[config.mk]
export PLATFORM = sky130hd
export DESIGN_NAME = jigl_waitgen_flat
export DESIGN_NICKNAME = d
export VERILOG_FILES = /design/src/rtl/jigl_pkg.sv /design/src/rtl/jigl_waitgen_if.sv /design/src/rtl/jigl_wait_fsm.sv /design/src/rtl/jigl_waitgen.sv /design/src/flat_wrapper.sv
export SDC_FILE = /design/constraint.sdc
export NUM_CORES = 1
export LEC_CHECK = 0
export ABC_AREA = 1
export CORE_ASPECT_RATIO = 1.25
export CORE_MARGIN = 4
export CORE_UTILIZATION = 30
export CTS_BUF_LIST = sky130_fd_sc_hd__clkbuf_2 sky130_fd_sc_hd__clkbuf_4 sky130_fd_sc_hd__clkbuf_8
export CTS_CLUSTER_DIAMETER = 40
export DETAILED_ROUTE_END_ITERATION = 6
export PLACE_DENSITY = 0.68
export SYNTH_ARGS = -nofsm -noshare
export SYNTH_HDL_FRONTEND = slang
export SYNTH_SLANG_ARGS = --single-unit
[constraint.sdc]
create_clock -name PHI2 -period 2.55 [get_ports PHI2]
set_input_delay 0.51 -clock PHI2 [delete_from_list [all_inputs] [get_ports PHI2]]
set_output_delay 0.51 -clock PHI2 [all_outputs]
set_load 0.005 [all_outputs]
[src/rtl/jigl_pkg.sv]
// Shared constants and types for the 65816 glue-logic wait-state generator.
// Holds the CFG field layout, the wait-count width and the FSM state type.
package jigl_pkg;

    localparam int WS_W         = 2;
    localparam int CFG_ROM_LSB  = 0;
    localparam int CFG_RAM_LSB  = 2;
    localparam int CFG_IO12_LSB = 4;
    localparam int CFG_IO34_LSB = 6;

    // ROM=3, RAM=0, IO1/2=3, IO3/4=3 wait states out of reset
    localparam logic [7:0] DEFAULT_CFG = 8'hF3;

    typedef enum logic {
        IDLE = 1'b0,
        WAIT = 1'b1
    } state_t;

    function automatic logic [WS_W-1:0] ws_max(input logic [WS_W-1:0] a,
                                               input logic [WS_W-1:0] b);
        return (a > b) ? a : b;
    endfunction

endpackage

[src/rtl/jigl_waitgen_if.sv]
// CPU/decoder-side bus seen by the wait-state generator.
// master = CPU and decoder side, slave = jigl_waitgen.
interface jigl_waitgen_if;
    logic       VDA;
    logic       VPA;
    logic       nRW;
    logic       nWSEN;
    logic       nROMCS;
    logic       nRAM1CS;
    logic       nRAM2CS;
    logic       nIO1SEL;
    logic       nIO2SEL;
    logic       nIO3SEL;
    logic       nIO4SEL;
    logic       nCFGSEL;
    logic [7:0] D;
    logic       RDY;
    logic       WAITING;
    logic [7:0] CFG;

    modport master (
        output VDA, VPA, nRW, nWSEN,
        output nROMCS, nRAM1CS, nRAM2CS,
        output nIO1SEL, nIO2SEL, nIO3SEL, nIO4SEL, nCFGSEL,
        output D,
        input  RDY, WAITING, CFG
    );

    modport slave (
        input  VDA, VPA, nRW, nWSEN,
        input  nROMCS, nRAM1CS, nRAM2CS,
        input  nIO1SEL, nIO2SEL, nIO3SEL, nIO4SEL, nCFGSEL,
        input  D,
        output RDY, WAITING, CFG
    );
endinterface

[src/rtl/jigl_wait_fsm.sv]
// IDLE/WAIT state register with a down-counter that holds RDY low for n PHI2 cycles.
// Latency: RDY falls at the posedge opening the access, rises n posedges later.
// Backpressure: nWSEN high aborts a stretch at the next posedge; no input-to-RDY comb path.
module jigl_wait_fsm
    import jigl_pkg::*;
(
    input  logic            PHI2,
    input  logic            nRESET,
    input  logic [WS_W-1:0] n,
    input  logic            start_qual,
    input  logic            nWSEN,
    output logic            RDY,
    output logic            WAITING
);

    state_t          state;
    logic [WS_W-1:0] cnt;

    always_ff @(posedge PHI2 or negedge nRESET) begin
        if (!nRESET) begin
            state   <= IDLE;
            cnt     <= '0;
            RDY     <= 1'b1;
            WAITING <= 1'b0;
        end else begin
            case (state)
                IDLE: begin
                    // n is only sampled here, so a held access is never re-decoded
                    if (!nWSEN && start_qual && (n != '0)) begin
                        state   <= WAIT;
                        cnt     <= n - 2'd1;
                        RDY     <= 1'b0;
                        WAITING <= 1'b1;
                    end else begin
                        RDY     <= 1'b1;
                        WAITING <= 1'b0;
                    end
                end
                WAIT: begin
                    if (nWSEN || (cnt == '0)) begin
                        state   <= IDLE;
                        RDY     <= 1'b1;
                        WAITING <= 1'b0;
                    end else begin
                        cnt <= cnt - 2'd1;
                    end
                end
                default: begin
                    state   <= IDLE;
                    RDY     <= 1'b1;
                    WAITING <= 1'b0;
                end
            endcase
        end
    end

endmodule

[src/rtl/jigl_waitgen.sv]
// Wait-state generator: decodes selects against CFG and stretches 65816 cycles via RDY.
// Latency: RDY low for n PHI2 cycles from the posedge opening the access (n = max selected field).
// Backpressure: none accepted; CFG writes land on negedge PHI2 only while RDY is high.
module jigl_waitgen
    import jigl_pkg::*;
(
    input  logic          PHI2,
    input  logic          nRESET,
    jigl_waitgen_if.slave bus
);

    logic [7:0]      cfg_q;
    logic [WS_W-1:0] ws_rom;
    logic [WS_W-1:0] ws_ram;
    logic [WS_W-1:0] ws_io12;
    logic [WS_W-1:0] ws_io34;
    logic [WS_W-1:0] n;
    logic            start_qual;
    logic            rdy;
    logic            waiting;

    // Unselected regions contribute 0, so the max picks the slowest selected device
    always_comb begin
        ws_rom  = !bus.nROMCS ? cfg_q[CFG_ROM_LSB +: WS_W] : '0;
        ws_ram  = (!bus.nRAM1CS || !bus.nRAM2CS) ? cfg_q[CFG_RAM_LSB +: WS_W] : '0;
        ws_io12 = (!bus.nIO1SEL || !bus.nIO2SEL) ? cfg_q[CFG_IO12_LSB +: WS_W] : '0;
        ws_io34 = (!bus.nIO3SEL || !bus.nIO4SEL) ? cfg_q[CFG_IO34_LSB +: WS_W] : '0;
        n       = ws_max(ws_max(ws_rom, ws_ram), ws_max(ws_io12, ws_io34));
    end

    assign start_qual = bus.VDA || bus.VPA;

    jigl_wait_fsm u_fsm (
        .PHI2       (PHI2),
        .nRESET     (nRESET),
        .n          (n),
        .start_qual (start_qual),
        .nWSEN      (bus.nWSEN),
        .RDY        (rdy),
        .WAITING    (waiting)
    );

    // Write data is valid late in the cycle, hence the falling-edge capture
    always_ff @(negedge PHI2 or negedge nRESET) begin
        if (!nRESET) begin
            cfg_q <= DEFAULT_CFG;
        end else if (!bus.nCFGSEL && !bus.nRW && rdy) begin
            cfg_q <= bus.D;
        end
    end

    assign bus.RDY     = rdy;
    assign bus.WAITING = waiting;
    assign bus.CFG     = cfg_q;

endmodule

[src/flat_wrapper.sv]
// flat-port wrapper written by rule: the top's interface ports become plain ports
module jigl_waitgen_flat import jigl_pkg::*;
  (PHI2, nRESET, bus_VDA, bus_VPA, bus_nRW, bus_nWSEN, bus_nROMCS, bus_nRAM1CS, bus_nRAM2CS, bus_nIO1SEL, bus_nIO2SEL, bus_nIO3SEL, bus_nIO4SEL, bus_nCFGSEL, bus_D, bus_RDY, bus_WAITING, bus_CFG);
  jigl_waitgen_if bus_i ();
  input  logic PHI2;
  input  logic nRESET;
  input wire logic [$bits(bus_i.VDA)-1:0] bus_VDA;
  input wire logic [$bits(bus_i.VPA)-1:0] bus_VPA;
  input wire logic [$bits(bus_i.nRW)-1:0] bus_nRW;
  input wire logic [$bits(bus_i.nWSEN)-1:0] bus_nWSEN;
  input wire logic [$bits(bus_i.nROMCS)-1:0] bus_nROMCS;
  input wire logic [$bits(bus_i.nRAM1CS)-1:0] bus_nRAM1CS;
  input wire logic [$bits(bus_i.nRAM2CS)-1:0] bus_nRAM2CS;
  input wire logic [$bits(bus_i.nIO1SEL)-1:0] bus_nIO1SEL;
  input wire logic [$bits(bus_i.nIO2SEL)-1:0] bus_nIO2SEL;
  input wire logic [$bits(bus_i.nIO3SEL)-1:0] bus_nIO3SEL;
  input wire logic [$bits(bus_i.nIO4SEL)-1:0] bus_nIO4SEL;
  input wire logic [$bits(bus_i.nCFGSEL)-1:0] bus_nCFGSEL;
  input wire logic [$bits(bus_i.D)-1:0] bus_D;
  output wire logic [$bits(bus_i.RDY)-1:0] bus_RDY;
  output wire logic [$bits(bus_i.WAITING)-1:0] bus_WAITING;
  output wire logic [$bits(bus_i.CFG)-1:0] bus_CFG;
  assign bus_i.VDA = bus_VDA;
  assign bus_i.VPA = bus_VPA;
  assign bus_i.nRW = bus_nRW;
  assign bus_i.nWSEN = bus_nWSEN;
  assign bus_i.nROMCS = bus_nROMCS;
  assign bus_i.nRAM1CS = bus_nRAM1CS;
  assign bus_i.nRAM2CS = bus_nRAM2CS;
  assign bus_i.nIO1SEL = bus_nIO1SEL;
  assign bus_i.nIO2SEL = bus_nIO2SEL;
  assign bus_i.nIO3SEL = bus_nIO3SEL;
  assign bus_i.nIO4SEL = bus_nIO4SEL;
  assign bus_i.nCFGSEL = bus_nCFGSEL;
  assign bus_i.D = bus_D;
  assign bus_RDY = bus_i.RDY;
  assign bus_WAITING = bus_i.WAITING;
  assign bus_CFG = bus_i.CFG;
  jigl_waitgen u_core (.PHI2(PHI2), .nRESET(nRESET), .bus(bus_i));
endmodule
==> flow_summary_export.csv, run 1 <==
group,metric,value,unit
global_route,grt_max_degree,10,
setup_path,cp-start-kind,"flip-flop",
die,die_x,58.4,µm
place,pre_cts_slack,-1.15,ns
synthesis,ys_ff_latch,13,
synthesis,ys_top_cells_by_count,"27 x nand2_1, 24 x inv_1, 11 x nand3_1",
synthesis,syn_avg_cell_area,7.87,µm²
synthesis,synth_top_area_cell,"dfstp_2",
final_layout,nNetsFinal,237,
global_route,antenna_found_initial,0,
final_layout,register_area,334,µm²
place,gp_congestion,0.782,
die,dieHeight,71.0,µm
synthesis,syn_inst,121,
drt,ant_nets,0,
sta,fin_ws,-1.13,ns
setup_path,crit_buf_inv,2,
final_layout,multiInputGateArea,656,µm²
power_and_ir_drop,leakage,0.942,nW
drt,drt-wirelength-per-cell,11.5,µm
drt,viasPerCell,4.50,
sta,hold_violations,0,
final_layout,fillers,233,
drt,routed_wl,2.77,mm
clock_network,path_clk_slew,0.08,ns
synthesis,synth_edf_count,0,
setup_path,worstReg2RegStart,"u_core.bus.CFG[5]",
synthesis,syn_nets,152,
setup_path,worstReg2RegEnd,"u_core.u_fsm.cnt[1]",
setup_path,cp_common_cell,"nand2_1",
clock_network,cts.sinks,13,
power_and_ir_drop,ir_drop,0.741,mV
clock_network,h-tree-depth,1,
synthesis,seq_area_frac_synth,35.1,%
sta,slew_headroom,52.3,%
synthesis,netlist_area,952,µm²
min_path,worstHoldStart,"u_core.u_fsm.RDY",
synthesis,synth.distinct_cells,22,
clock_network,clock_latency,0.34,ns
flow_run,drv_cap,0,
final_layout,n_antenna_cell,0,
setup_path,path_max_fanout,5,
sta,finClkSkew,0.0681,ns
sta,timing.hold.ws,0.511,ns
clock_network,cts_tree,"done",
power_and_ir_drop,power_density,1290,mW/mm²
die,num_rows,22,
outcome,violations,"negative setup slack",
drt,drt-pass1-iter-count,3,
setup_path,path_cells,"nand2_1 > inv_1 > ha_4 > nand2_1 > nand2_2 > nand2_2 > nand2_2 > nand2_1 > ha_4 > inv_4 > nor2_2 > a21oi_2 > nand3_2 > nand3_2 > nand2_4 > nand2_4 > nand3_2 > nand2_1",
synthesis,synth.area.top_cells,"dfstp_2 19%, ha_1 12%, nand2_1 11%, dfrtp_1 11%, inv_1 9.5%",
setup_path,cp_slowest_cell,"dfstp_2",
final_layout,syn2layout_area_growth,94.9,%
setup_path,cp.required,2.77,ns
final_layout,drive_above_1_share,53.2,%
global_route,overflow,0,
drt,drtIter0Drc,11,
sta,slew_viol_final,0,
die,pin_count,32,
min_path,whs_path_depth,2,
setup_path,endpoint_kind,"flip-flop",
die,dieArea,0.00414,mm²
place,place_hpwl,1.97,mm
sta,setup_tns,-7.40,ns
setup_path,regToRegSetupSlack,-1.13,ns
min_path,hold_class,"reg2reg",
die,core_area,0.00300,mm²
synthesis,synthArstFlopShare,100,%
place,port_buffers,31,
setup_path,max_stage_delay,0.53,ns
synthesis,yosysTopAreaCellShare,19.3,%
drt,num_vias,1085,
synthesis,yosys_warnings,0,
clock_network,cts_hold_buf,0,
drt,drc,0,
place,dp_cells,210,
setup_path,crit_arrival,3.90,ns
sta,rsz0062_at_grt,"yes",
outcome,run_status,"finished with violations",
setup_path,path_class,"reg2reg",
setup_path,r2r_cells,18,
clock_network,ctsRootBufferMaster,"clkbuf_4",
synthesis,synthFlopType,"dfstp_2",
die,initial_core_util,31.7,%
synthesis,yosysMostFrequentCell,"nand2_1",
global_route,grt_pass1_wl,4.78,mm
sta,worstMarginPinSlew,0.708,ns
clock_network,clockBufferDepth,2,
sta,setup-violations-final,13,
final_layout,finalNonFillerCells,241,
min_path,holdPathEnd,"u_core.u_fsm.RDY",
global_route,grt_usage,14.3,%
setup_path,cpLargestDelayFamily,"simple AND/OR/NAND/NOR gates",
global_route,grt_pass1_vias,1186,
clock_network,numCtsBuffers,3,
[worst max-delay path by stage]
stage	startpoint	to	slack (ns)	cells after the start
after global placement	u_core.bus.CFG[0]	u_core.u_fsm.cnt[0]	-1.05	17
after global routing	u_core.bus.CFG[7]	u_core.u_fsm.cnt[1]	-1.33	17
after detailed placement	u_core.bus.CFG[0]	u_core.u_fsm.cnt[0]	-1.15	18
after floorplan	u_core.bus.CFG[0]	u_core.u_fsm.cnt[0]	-0.96	17
after CTS	u_core.bus.CFG[0]	u_core.u_fsm.cnt[0]	-1.11	18
final	u_core.bus.CFG[5]	u_core.u_fsm.cnt[1]	-1.13	18
[stage by stage]
stage	cell area (µm²)	total power [mW]	util, %
final	1860	2.39	61.8
after detailed placement	1490	1.65	49.7
after global routing	1860	2.63	61.8
after global placement	1490	1.61	49.7
after CTS	1780	2.18	59.2
after floorplan	972	1.16	-
[layer usage]
metal  vias to the layer above  track usage [%]  share of wire (%)
li1                        554                -                  -
met1                       504             15.1                 36
met2                        21             28.6                 58
met3                         6             2.19                4.4
met4                         0             3.09                1.7
met5                         -                0                  0
[report_power, final]
group / switching, mW / internal (mW)
Sequential: 0.0700 / 0.335
Combinational: 0.833 / 0.990
Clock: 0.0892 / 0.0695
Total: 0.992 / 1.39
[cells in the final DEF (no fill, tap or decap), types with 4 or more instances in the layout]
cell              n
inv_1            25
clkdlybuf4s50_1  21
ha_1              5
nand2_2          14
ha_4              4
nand2_1          15
buf_6            14
inv_2             4
nand3_1           9
nand3_2           6
nor2_1            6
buf_4            39
mux2_2            4
dfrtp_1           4
dfstp_2           7
[cell families (layout without fill, tap and decap cells)]
logic type	after synthesis	in the layout	share of synthesized area [%]
and+or+nand+nor	55	55	27.7
buffers and inverters	26	110	10.4
AOI/OAI and AO/OA	13	13	9.07
DFF	13	13	35.1
adders and majority gates	9	9	11.8
muxes	5	5	5.91
[tightest hold or removal path, stage by stage, from the launching register on]
cell and delay, ns:
dfstp_2 0.39, inv_1 0.05, o21ai_1 0.06
[cell type report]
type	count	area share, %
multi-input cells	82	35.3
well taps	36	2.43
clock buffers	3	1.21
inverters	24	4.99
repair buffers	76	36.5
clock inverters	7	1.48
flip-flops and latches	13	18.0
[flip-flops by register name (all words and copies together), names as in the netlist]
register and count:
u_core.bus.CFG 8, u_core.u_fsm.cnt 2, u_core.u_fsm.RDY 1, u_core.u_fsm.WAITING 1, u_core.u_fsm.state 1
[timing repair]
action                     4_1_cts  5_1_grt
pin swaps                        7        3
setup endpoints to repair       21       13
gates resized for setup         63       16
buffers inserted                19        7
Power figures use the tool's default switching activity.
==> run 2: changes to the inputs <==
--- a/config.mk
+++ b/config.mk
@@ -11,6 +11,7 @@
 export CORE_UTILIZATION = 30
 export CTS_BUF_LIST = sky130_fd_sc_hd__clkbuf_2 sky130_fd_sc_hd__clkbuf_4 sky130_fd_sc_hd__clkbuf_8
 export CTS_CLUSTER_DIAMETER = 40
+export CTS_CLUSTER_SIZE = 30
 export DETAILED_ROUTE_END_ITERATION = 6
 export PLACE_DENSITY = 0.68
 export SYNTH_ARGS = -nofsm -noshare
==> results of run 2 <==
Same layout as run 1: the final DEF is identical, and so are final timing and power.
==> run 3: changes to the inputs <==
==> constraint.sdc (replaced) <==
create_clock -name PHI2 -period 3.6 [get_ports PHI2]
set_input_delay 0.72 -clock PHI2 [delete_from_list [all_inputs] [get_ports PHI2]]
set_output_delay 0.72 -clock PHI2 [all_outputs]
set_load 0.005 [all_outputs]
==> run 3 against run 2 <==
The flow still finishes with violations (negative setup slack). Utilization is 6.2 points lower. Sequential share of layout area is 2.0 points higher. Register-to-register slack better by 0.57 ns. Cell area is 10% lower. Setup slack better by 0.57 ns.
==> flow_summary_export.csv, run 3 (same netlist as run 1, synthesis figures left out) <==
group,metric,value,unit
setup_path,r2r_cells,17,
clock_network,h-tree-depth,1,
sta,timing.hold.ws,0.494,ns
setup_path,cp-start-kind,"flip-flop",
setup_path,path_class,"reg2reg",
drt,drtIter0Drc,9,
drt,num_vias,983,
sta,setup-violations-final,6,
global_route,grt_max_degree,8,
sta,rsz0062_at_grt,"yes",
clock_network,ctsRootBufferMaster,"clkbuf_4",
sta,hold_violations,0,
sta,slew_headroom,59.0,%
die,core_area,0.00300,mm²
sta,worstMarginPinSlew,0.608,ns
setup_path,cp.required,3.82,ns
final_layout,drive_above_1_share,44.0,%
die,dieHeight,71.0,µm
global_route,grt_pass1_vias,1024,
sta,fin_ws,-0.565,ns
flow_run,drv_cap,0,
final_layout,syn2layout_area_growth,75.4,%
die,dieArea,0.00414,mm²
clock_network,cts_tree,"done",
min_path,whs_path_depth,2,
die,num_rows,22,
min_path,worstHoldStart,"u_core.u_fsm.RDY",
clock_network,path_clk_slew,0.08,ns
setup_path,worstReg2RegEnd,"u_core.u_fsm.cnt[1]",
setup_path,crit_arrival,4.38,ns
sta,slew_viol_final,0,
drt,viasPerCell,4.47,
min_path,holdPathEnd,"u_core.u_fsm.RDY",
drt,routed_wl,2.38,mm
drt,ant_nets,0,
setup_path,path_max_fanout,5,
drt,drt-pass1-iter-count,4,
clock_network,cts.sinks,13,
global_route,overflow,0,
power_and_ir_drop,ir_drop,0.470,mV
final_layout,n_antenna_cell,0,
die,initial_core_util,31.7,%
clock_network,clock_latency,0.35,ns
clock_network,clockBufferDepth,2,
place,port_buffers,31,
final_layout,largest_reg_flops,8,
final_layout,final_common_cell,"inv_1",
drt,drt-wirelength-per-cell,10.8,µm
setup_path,worstReg2RegStart,"u_core.bus.CFG[6]",
final_layout,final_cell_mix,"26 x inv_1, 23 x clkdlybuf4s50_1, 20 x buf_4",
place,gp_congestion,0.781,
outcome,violations,"negative setup slack",
final_layout,nNetsFinal,216,
global_route,antenna_found_initial,0,
power_and_ir_drop,leakage,0.829,nW
sta,finClkSkew,0.0713,ns
global_route,grt_pass1_wl,4.04,mm
sta,setup_tns,-2.62,ns
min_path,hold_class,"reg2reg",
final_layout,final_cell_area,0.00167,mm²
place,place_hpwl,1.92,mm
outcome,run_status,"finished with violations",
place,dpl_cell_area,0.00147,mm²
global_route,grt_usage,12.2,%
drt,drc,0,
final_layout,final_util,55.7,%
setup_path,regToRegSetupSlack,-0.56,ns
die,pin_count,32,
setup_path,endpoint_kind,"flip-flop",
power_and_ir_drop,power_density,870,mW/mm²
clock_network,cts_hold_buf,0,
clock_network,numCtsBuffers,3,
die,die_x,58.4,µm
## run 3: changes by cell type in the layout (fill, tap and decap cells not counted), sizes merged
cell	delta
clkdlybuf4s15	+1
buf	-24
clkdlybuf4s50	+2
clkbuf	+1
dlygate4sd2	-1
## run 3: per-stage QoR
stage	std cells	total power, mW	setup WS (ns)
final	220	1.45	-0.565
after global routing	220	1.60	-0.711
after CTS	218	1.32	-0.609
after detailed placement	207	1.17	-0.606
after global placement	207	1.14	-0.521
after floorplan	121	0.822	-0.435
## run 3: how the worst max path moves through the flow
stage	start	end	slack (ns)
floorplan	u_core.bus.CFG[0]	u_core.u_fsm.cnt[0]	-0.44
global placement	u_core.bus.CFG[0]	u_core.u_fsm.RDY	-0.52
detailed placement	u_core.bus.CFG[0]	u_core.u_fsm.cnt[1]	-0.61
CTS	u_core.bus.CFG[0]	u_core.u_fsm.cnt[1]	-0.61
global route	u_core.bus.CFG[0]	u_core.u_fsm.cnt[1]	-0.71
finish	u_core.bus.CFG[6]	u_core.u_fsm.cnt[1]	-0.56
## run 3: cell type report
class                      count  area (µm²)
multi-input combinational     82         649
inverter                      24        92.6
clock buffer                   3        22.5
timing repair buffer          55         499
sequential                    13         334
tap                           36        45.0
fill                         264        1330
clock inverter                 7        27.5
## run 3: power breakdown
part           switching (mW)  internal, mW
sequential             0.0445         0.236
combinational           0.522         0.536
clock                  0.0641        0.0493
## run 3: worst max-delay path: stages (launching register included)
cell,delay [ns]
dfstp_2,0.52
inv_1,0.05
a21oi_2,0.17
ha_4,0.22
nand2_2,0.08
nand2_1,0.07
nand2_1,0.09
nand2_2,0.07
ha_4,0.24
inv_4,0.05
nor2_2,0.03
a21oi_2,0.15
nand3_2,0.11
nand3_2,0.10
nand2_4,0.06
nand2_4,0.09
nand3_2,0.06
nand2_1,0.06
## run 3: routing by layer
metal	wire length (µm)	GRT usage, %	vias to the layer above	share of wire [%]
met3	104	1.64	5	4.4
met1	897	11.8	450	38
li1	-	-	508	-
met2	1340	25.1	20	56
met4	35	3.87	0	1.5
met5	0	0	-	0
## run 3: what timing repair did
item / in CTS / in global routing
setup endpoints to repair: 13 / 13
gates resized for setup: 32 / 24
pin swaps: 7 / 11
buffers inserted: 2 / 3
